## config.mk

```make
export PLATFORM = sky130hd
export DESIGN_NAME = apb_mem_ctrl
export DESIGN_NICKNAME = d
export VERILOG_FILES = /design/src/rtl/apb_mem_ctrl.sv
export SDC_FILE = /design/constraint.sdc
export NUM_CORES = 1
export LEC_CHECK = 0
export CAP_MARGIN = 40
export CORE_MARGIN = 2
export CORE_UTILIZATION = 33
export CTS_CLUSTER_SIZE = 25
export DETAILED_ROUTE_END_ITERATION = 16
export PLACE_DENSITY = 0.8
export SYNTH_ARGS = -nofsm -noshare
export SYNTH_HDL_FRONTEND = slang
export SYNTH_SLANG_ARGS = --single-unit
export TNS_END_PERCENT = 20
```

## constraint.sdc

```tcl
create_clock -name i_clk -period 2.2 [get_ports i_clk]
set_input_delay 0.22 -clock i_clk [delete_from_list [all_inputs] [get_ports i_clk]]
set_output_delay 0.22 -clock i_clk [all_outputs]
set_load 0.01 [all_outputs]
```

## src/rtl/apb_mem_ctrl.sv

```systemverilog
// apb_mem_ctrl: APB3 slave in front of a single-port synchronous RAM.
// The RAM has a 1-cycle registered read and commits writes on the clock edge.
// Writes complete with 0 wait states. Reads complete with 1 wait state.
// Decode errors respond with PSLVERR and never touch the RAM.
// Optional feature macro APB_MEM_PSTRB_EN adds the i_pstrb port. With it:
//   - an all-ones strobe is a plain write;
//   - an all-zeros strobe completes without any RAM access;
//   - a partial strobe runs a read-modify-write sequence.
//
// APB handshake: a transfer starts with a setup cycle (psel=1, penable=0)
// seen in IDLE. The access phase ends in the cycle where o_pready=1.
// The master must keep psel asserted until then. If psel drops before
// o_pready, the transfer is abandoned with no response.
// o_dbg_state exposes the FSM state for checkers.
module apb_mem_ctrl #(
  parameter int APB_ADDR_WIDTH = 32,
  parameter int ADDR_WIDTH     = 16,
  parameter int DATA_WIDTH     = 32
) (
  input  logic                      i_clk,
  input  logic                      i_rst,
  input  logic                      i_psel,
  input  logic                      i_penable,
  input  logic                      i_pwrite,
  input  logic [APB_ADDR_WIDTH-1:0] i_paddr,
  input  logic [DATA_WIDTH-1:0]     i_pwdata,
`ifdef APB_MEM_PSTRB_EN
  input  logic [DATA_WIDTH/8-1:0]   i_pstrb,
`endif
  output logic [DATA_WIDTH-1:0]     o_prdata,
  output logic                      o_pready,
  output logic                      o_pslverr,
  output logic                      o_mem_en,
  output logic                      o_mem_wr,
  output logic [ADDR_WIDTH-1:0]     o_mem_addr,
  output logic [DATA_WIDTH-1:0]     o_mem_wdata,
  input  logic [DATA_WIDTH-1:0]     i_mem_rdata,
  output logic [2:0]                o_dbg_state
);

  localparam int NB     = DATA_WIDTH / 8;
  localparam int OFS    = $clog2(NB);
  localparam int HI_LSB = ADDR_WIDTH + OFS;
  localparam logic [APB_ADDR_WIDTH-1:0] ALIGN_MASK = APB_ADDR_WIDTH'((1 << OFS) - 1);

`ifdef APB_MEM_PSTRB_EN
  typedef enum logic [2:0] {
    S_IDLE      = 3'd0,
    S_WR        = 3'd1,
    S_RD_ISSUE  = 3'd2,
    S_RD_DATA   = 3'd3,
    S_ERR       = 3'd4,
    S_RMW_RD    = 3'd5,
    S_RMW_MERGE = 3'd6,
    S_RMW_WR    = 3'd7
  } state_t;
`else
  typedef enum logic [2:0] {
    S_IDLE     = 3'd0,
    S_WR       = 3'd1,
    S_RD_ISSUE = 3'd2,
    S_RD_DATA  = 3'd3,
    S_ERR      = 3'd4
  } state_t;
`endif

  state_t state_q, state_d;

  logic                  setup;
  logic                  accept;
  logic                  addr_err;
  logic                  wr_active;
  logic                  pready_d, pslverr_d, mem_en_d, mem_wr_d;
  logic [ADDR_WIDTH-1:0] mem_addr_d;
  logic [DATA_WIDTH-1:0] mem_wdata_d;

`ifdef APB_MEM_PSTRB_EN
  logic [NB-1:0]         pstrb_q;
  logic [DATA_WIDTH-1:0] merged;
  logic                  strb_partial;
`endif

  // Setup-phase detection and address decode.
  // Upper address bits beyond the RAM must be zero.
  // The byte offset inside a word must also be zero.
  always_comb begin
    setup    = i_psel & ~i_penable;
    accept   = setup & (state_q == S_IDLE);
    addr_err = (|(i_paddr >> HI_LSB)) | (|(i_paddr & ALIGN_MASK));
  end

`ifdef APB_MEM_PSTRB_EN
  // Strobe classification: an empty strobe skips the RAM, a partial one needs RMW.
  always_comb begin
    wr_active    = |i_pstrb;
    strb_partial = (|i_pstrb) & ~(&i_pstrb);
  end

  // Byte merge for RMW: enabled bytes from the write data, the rest from RAM.
  always_comb begin
    merged = o_mem_wdata;
    for (int b = 0; b < NB; b++) begin
      if (!pstrb_q[b]) merged[8*b +: 8] = i_mem_rdata[8*b +: 8];
    end
  end

  // Byte strobes captured at setup and used during the merge cycle.
  always_ff @(posedge i_clk or posedge i_rst) begin
    if (i_rst)       pstrb_q <= '0;
    else if (accept) pstrb_q <= i_pstrb;
  end
`else
  // Without byte strobes every write is a full-word RAM write.
  always_comb begin
    wr_active = 1'b1;
  end
`endif

  // State register.
  always_ff @(posedge i_clk or posedge i_rst) begin
    if (i_rst) state_q <= S_IDLE;
    else       state_q <= state_d;
  end

  // Next-state logic.
  // Every non-IDLE state returns to IDLE when psel drops.
  always_comb begin
    state_d = state_q;
    case (state_q)
      S_IDLE: begin
        if (setup) begin
          if (addr_err)       state_d = S_ERR;
          else if (!i_pwrite) state_d = S_RD_ISSUE;
`ifdef APB_MEM_PSTRB_EN
          else if (strb_partial) state_d = S_RMW_RD;
`endif
          else                state_d = S_WR;
        end
      end
      S_WR:        state_d = S_IDLE;
      S_RD_ISSUE:  state_d = i_psel ? S_RD_DATA : S_IDLE;
      S_RD_DATA:   state_d = S_IDLE;
      S_ERR:       state_d = S_IDLE;
`ifdef APB_MEM_PSTRB_EN
      S_RMW_RD:    state_d = i_psel ? S_RMW_MERGE : S_IDLE;
      S_RMW_MERGE: state_d = i_psel ? S_RMW_WR : S_IDLE;
      S_RMW_WR:    state_d = S_IDLE;
`endif
      default:     state_d = S_IDLE;
    endcase
  end

  // Output decode from the upcoming state.
  // The outputs are registered, so their values appear in the cycle that state is occupied.
  always_comb begin
    pready_d    = 1'b0;
    pslverr_d   = 1'b0;
    mem_en_d    = 1'b0;
    mem_wr_d    = 1'b0;
    mem_addr_d  = o_mem_addr;
    mem_wdata_d = o_mem_wdata;
    case (state_d)
      S_WR: begin
        // WR is only entered from IDLE, so i_pstrb is still the setup-phase value.
        pready_d = 1'b1;
        mem_en_d = wr_active;
        mem_wr_d = wr_active;
      end
      S_RD_ISSUE: mem_en_d = 1'b1;
      S_RD_DATA:  pready_d = 1'b1;
      S_ERR: begin
        pready_d  = 1'b1;
        pslverr_d = 1'b1;
      end
`ifdef APB_MEM_PSTRB_EN
      S_RMW_RD: mem_en_d = 1'b1;
      S_RMW_WR: begin
        pready_d = 1'b1;
        mem_en_d = 1'b1;
        mem_wr_d = 1'b1;
      end
`endif
      default: ;
    endcase
    if (accept && !addr_err) begin
      mem_addr_d = i_paddr[HI_LSB-1:OFS];
      if (i_pwrite) mem_wdata_d = i_pwdata;
    end
`ifdef APB_MEM_PSTRB_EN
    if (state_q == S_RMW_MERGE) mem_wdata_d = merged;
`endif
  end

  // Registered outputs.
  always_ff @(posedge i_clk or posedge i_rst) begin
    if (i_rst) begin
      o_pready    <= 1'b0;
      o_pslverr   <= 1'b0;
      o_mem_en    <= 1'b0;
      o_mem_wr    <= 1'b0;
      o_mem_addr  <= '0;
      o_mem_wdata <= '0;
    end else begin
      o_pready    <= pready_d;
      o_pslverr   <= pslverr_d;
      o_mem_en    <= mem_en_d;
      o_mem_wr    <= mem_wr_d;
      o_mem_addr  <= mem_addr_d;
      o_mem_wdata <= mem_wdata_d;
    end
  end

  // Read data passes straight from the RAM during the data cycle only.
  always_comb begin
    o_prdata    = (state_q == S_RD_DATA) ? i_mem_rdata : '0;
    o_dbg_state = state_q;
  end

endmodule

```

# After elaboration in Yosys (flattened, before gate mapping)
# Index checks and enable logic that the tools add are counted.
[classes]
mux = 10
n_reduce_logical = 8
bitwise_logic = 4
n_eq_ne = 6
[ops]
columns = ["operator", "count"]
rows = [
  ["$mux 32", 1],
  ["$reduce_or 14->1", 1],
  ["$eq 3x2->1 const B", 4],
  ["$mux 3", 2],
  ["$pmux 3 s2", 1],
  ["$mux 1", 4],
  ["$mux 2", 2],
  ["$reduce_or 2->1", 2],
  ["$eq 3x1->1 const B", 1],
  ["$eq 3x3->1 const B", 1],
  ["$logic_not 3->1", 1],
  ["$reduce_or 3->1", 1],
  ["$and 1x1->1", 2],
  ["$reduce_and 2->1", 1],
  ["$logic_and 1x1->1", 1],
  ["$logic_not 1->1", 1],
  ["$not 1->1", 1],
  ["$or 1x1->1", 1],
]
[word_totals]
ff_bits = 55
output_inout_bits = 87
inputBits = 101

# Logic depth before layout (Yosys ltp)
[depth]
word_depth = 8
mapped_depth = 6
ltp_nobuf = 5

# Least setup slack after synthesis
# OpenSTA, ideal clock, no wires.
[synth_timing]
path_type = "register -> register"
from = "register state_q[2], in the netlist o_dbg_state[2]"
to = "register o_mem_addr[0]"
n_path_buf = 1
setup_slack_ns = 0.590
arrival_time_ns = 1.483
setup_ns = 0.127
required_time_ns = 2.073
stages_incl_launch_ff = 7
synth_period_minus_slack_ns = 1.610
cell_sequence = "dfrtp_1 -> nor2_1 -> and3_1 -> nand2_1 -> inv_2 -> buf_6 -> mux2_1"
[synth_between]
elab_chain_cells = 3
[synth_rtl]
columns = ["element", "line", "rtl"]
rows = [
  ["start: declaration", "67", "state_t state_q, state_d;"],
  ["start signal: assignment", "122", "else state_q <= state_d;"],
  ["$logic_not 3->1", "88", "accept = setup & (state_q == S_IDLE);"],
  ["$and 1x1->1", "88", ""],
  ["$logic_and 1x1->1", "185", "if (accept && !addr_err) begin"],
  ["end signal: assignment", "208", "o_mem_addr <= mem_addr_d;"],
  ["end: declaration", "35", "output logic [ADDR_WIDTH-1:0] o_mem_addr,"],
]
# No other way between the ends.
# A chain may end at the register's enable or synchronous reset.

# Final worst setup path
[layout_timing]
from = "register state_q[0], in the netlist o_dbg_state[0]"
to = "output o_prdata[11]"
[layout_between]
elab_chain_cells = 2
[layout_rtl]
columns = ["element", "line", "rtl"]
rows = [
  ["$eq 3x2->1", "215", "o_prdata = (state_q == S_RD_DATA) ? i_mem_rdata : '0;"],
  ["$mux 32", "215", ""],
  ["end: declaration", "30", "output logic [DATA_WIDTH-1:0] o_prdata,"],
]
# No other way between the ends.

==> metrics <==
Chip Width between 80 and 90 µm; Yosys Warn Count 0; ordered list of cells on the worst path nand2_1, nor2_1, buf_6, and2_1, clkdlybuf4s50_1; first-pass GRT wire length around 9.5 mm; RSZ-0062 raised after global routing false; Ports about 190; Final period util between 90% and 100%; Largest stage delay, worst path approximately 0.55 ns; CTS tree yes; Final WS setup 0.1529 ns; Synth Area per Inst approximately 15 µm²; CORE AREA ~0.007 mm²; total global routing overflow 0; Crit Path Class flop to output pin; Port Buffers ~190; worst relative slew slack around three fifths; PwrDens 396.6 mW/mm²; Post-Syn Area about 0.0024 mm²; worst-skew pair later-pin latency around 0.30 ns; Synth Net Count about 260; Slowest-stage cell, CP clkdlybuf4s50_1; root buffer cell clkbuf_8; class of the worst hold path primary input to async pin; min Tclk post-route about 2 ns; Cell Rows 31; sequential area share after synthesis a little under three fifths; Slew @ Worst Pin between 0.6 and 0.7 ns; diode count 0; max cap viols 0; worst-path fanout max 32; register bit total from synthesis 55; layout cells sized above 1 approximately 16%; Initial Util between 30% and 40%; Total GRT Usage roughly 15%; CP Data Arrival Time between 1.5 and 2 ns; CTS max path bufs 2; Setup Slack @ Placement 0.07946 ns; area fraction of the dominant cell type after synthesis 57.02%; worst path bufs/invs 2; Final HPWL DP ~5.3 mm; antenna-violating nets left 0; CTS Buf Count 5; Final Power ~0.0018 W; vias in the first global route around 1900; # nets final roughly 460; Initial DRC Count 42; Slew Limit Fails 0; Max VDD drop roughly 0.35 mV; Final Setup Violations 0; CP endpoint kind output pin; DR WL/cell around 15 µm; top cells by area in the synthesized netlist dfrtp_1 (57%), mux2_4 (18%), and2_1 (8.3%), mux2_2 (4.7%), mux2_1 (4.2%); pin count of the biggest net entering global routing 34; # H-tree levels 2; Netlist cell types 19; Die H approximately 90 µm; FMAX ~0.49 GHz; crit start category flop; Syn Inst Count between 150 and 200; Critical Path RT around 2.0 ns; Fin. Hold Viols 0; P&R area growth vs syn 86.88%; Post-route DRC 0; most frequent cells in the layout clkdlybuf4s50_1 (187), dfrtp_1 (55), and2_1 (32); drt pass-1 iters 4; Via Count ~1900; die footprint between 0.008 and 0.009 mm²; clk sink count 55; Total Neg Setup Slack 0 ns; P_leak between 2 and 2.5 nW; final clock skew between 0.009 and 0.01 ns; RePlAce Congestion a little over 0.7; commonest non-fill, non-tap cell in the layout clkdlybuf4s50_1; setup bufs post-CTS 0; initial antenna violation count 0; Yosys top cell by area dfrtp_1; clk slew on worst S/H paths 0.10 ns; Post-Route WL about 6.7 mm; Vias/cell 4.255; status complete, no violations; cell family with most CP delay buffers and inverters
-- state kept, by name (all words and copies together) (netlist names) --
signal       count
o_mem_wr         1
o_pslverr        1
o_dbg_state      3
o_pready         1
o_mem_addr      16
o_mem_wdata     32
o_mem_en         1
-- power by group --
part / switching [W] / leakage [nW] / total, W / internal, W
combinational: 0.0000515 / 1.28 / 0.000217 / 0.000166
clock: 0.000326 / 0.0489 / 0.000557 / 0.000231
sequential: 0.00000159 / 0.766 / 0.00101 / 0.00101
total: 0.000379 / 2.09 / 0.00179 / 0.00141
-- synth_stat cells --
| cell | instances |
|---|---|
| dfrtp_1 | 55 |
| and2_1 | 32 |
| mux2_4 | 29 |
| mux2_2 | 10 |
| mux2_1 | 9 |
| buf_6 | 4 |
| nor4_1 | 4 |
| clkbuf_1 | 3 |
| nand2_1 | 3 |
| nor2_1 | 3 |
| and3_1 | 2 |
| nor2b_1 | 2 |
| and4_4 | 1 |
| inv_1 | 1 |
| inv_2 | 1 |
| nand3_1 | 1 |
| nand3_4 | 1 |
| o41ai_1 | 1 |
| or3b_1 | 1 |
-- per-layer routing --
metal | vias to the layer above | global-route usage [%] | share of wire, %
met2 | 79 | 24.38 | 50
met1 | 913 | 21.17 | 42
met3 | 6 | 4.155 | 7.0
met4 | 0 | 2.985 | 0.81
met5 | - | 0 | 0
li1 | 938 | - | -
-- through the flow --
step	util [%]	instances	instance area, µm²	hold slack (ns)
6_report	62.86	455	4511	0.3125
3_3_place_gp	61.53	447	4415	0.4662
2_1_floorplan	-	163	2414	0.3145
4_1_cts	62.81	455	4507	0.3241
5_1_grt	62.86	455	4511	0.3559
3_5_place_dp	61.53	447	4415	0.4745
-- worst reg2reg max path: stages (launching register included) --
cell and delay (ns):
dfrtp_1 0.42, nor2_1 0.14, and3_1 0.29, nand2_1 0.12, inv_2 0.08, buf_12 0.14, mux2_2 0.35
-- final timing paths --
kind | startpoint | cells past startpoint | endpoint | slack [ns]
worst min register to register | o_mem_addr[7]$_DFFE_PP0P_ | 1 | o_mem_addr[7]$_DFFE_PP0P_ | 0.49
worst min-delay path | i_rst | 2 | o_mem_addr[7]$_DFFE_PP0P_ | 0.31
worst max-delay path | o_dbg_state[0]$_DFF_PP0_ | 5 | o_prdata[11] | 0.15
max in group asynchronous | i_rst | 3 | o_mem_wdata[6]$_DFFE_PP0P_ | 1.26
worst max register to register | o_dbg_state[2]$_DFF_PP0_ | 6 | o_mem_addr[9]$_DFFE_PP0P_ | 0.56
min in group i_clk | o_mem_addr[7]$_DFFE_PP0P_ | 1 | o_mem_addr[7]$_DFFE_PP0P_ | 0.49
-- layout make-up --
class	instances	area [µm²]
clock inverter	3	22.52
multi-input combinational	99	973.4
tap	99	123.9
clock buffer	5	68.82
inverter	2	7.507
fill	568	2665
sequential	55	1376
timing repair buffer	192	1938
-- kinds of logic after synthesis --
group | Yosys count | synth area share, %
multiplexers | 48 | 26.91
AO/OA/AOI/OAI | 1 | 0.3629
buffers and inverters | 9 | 2.643
AND/OR/NAND/NOR | 50 | 13.06
flip-flops | 55 | 57.02
-- what timing repair did --
item | CTS | global route
endpoints found under the setup margin | 0 | 2
resized for setup | 0 | 1
hold buffers | 0 | 0
Power figures use the tool's default switching activity.
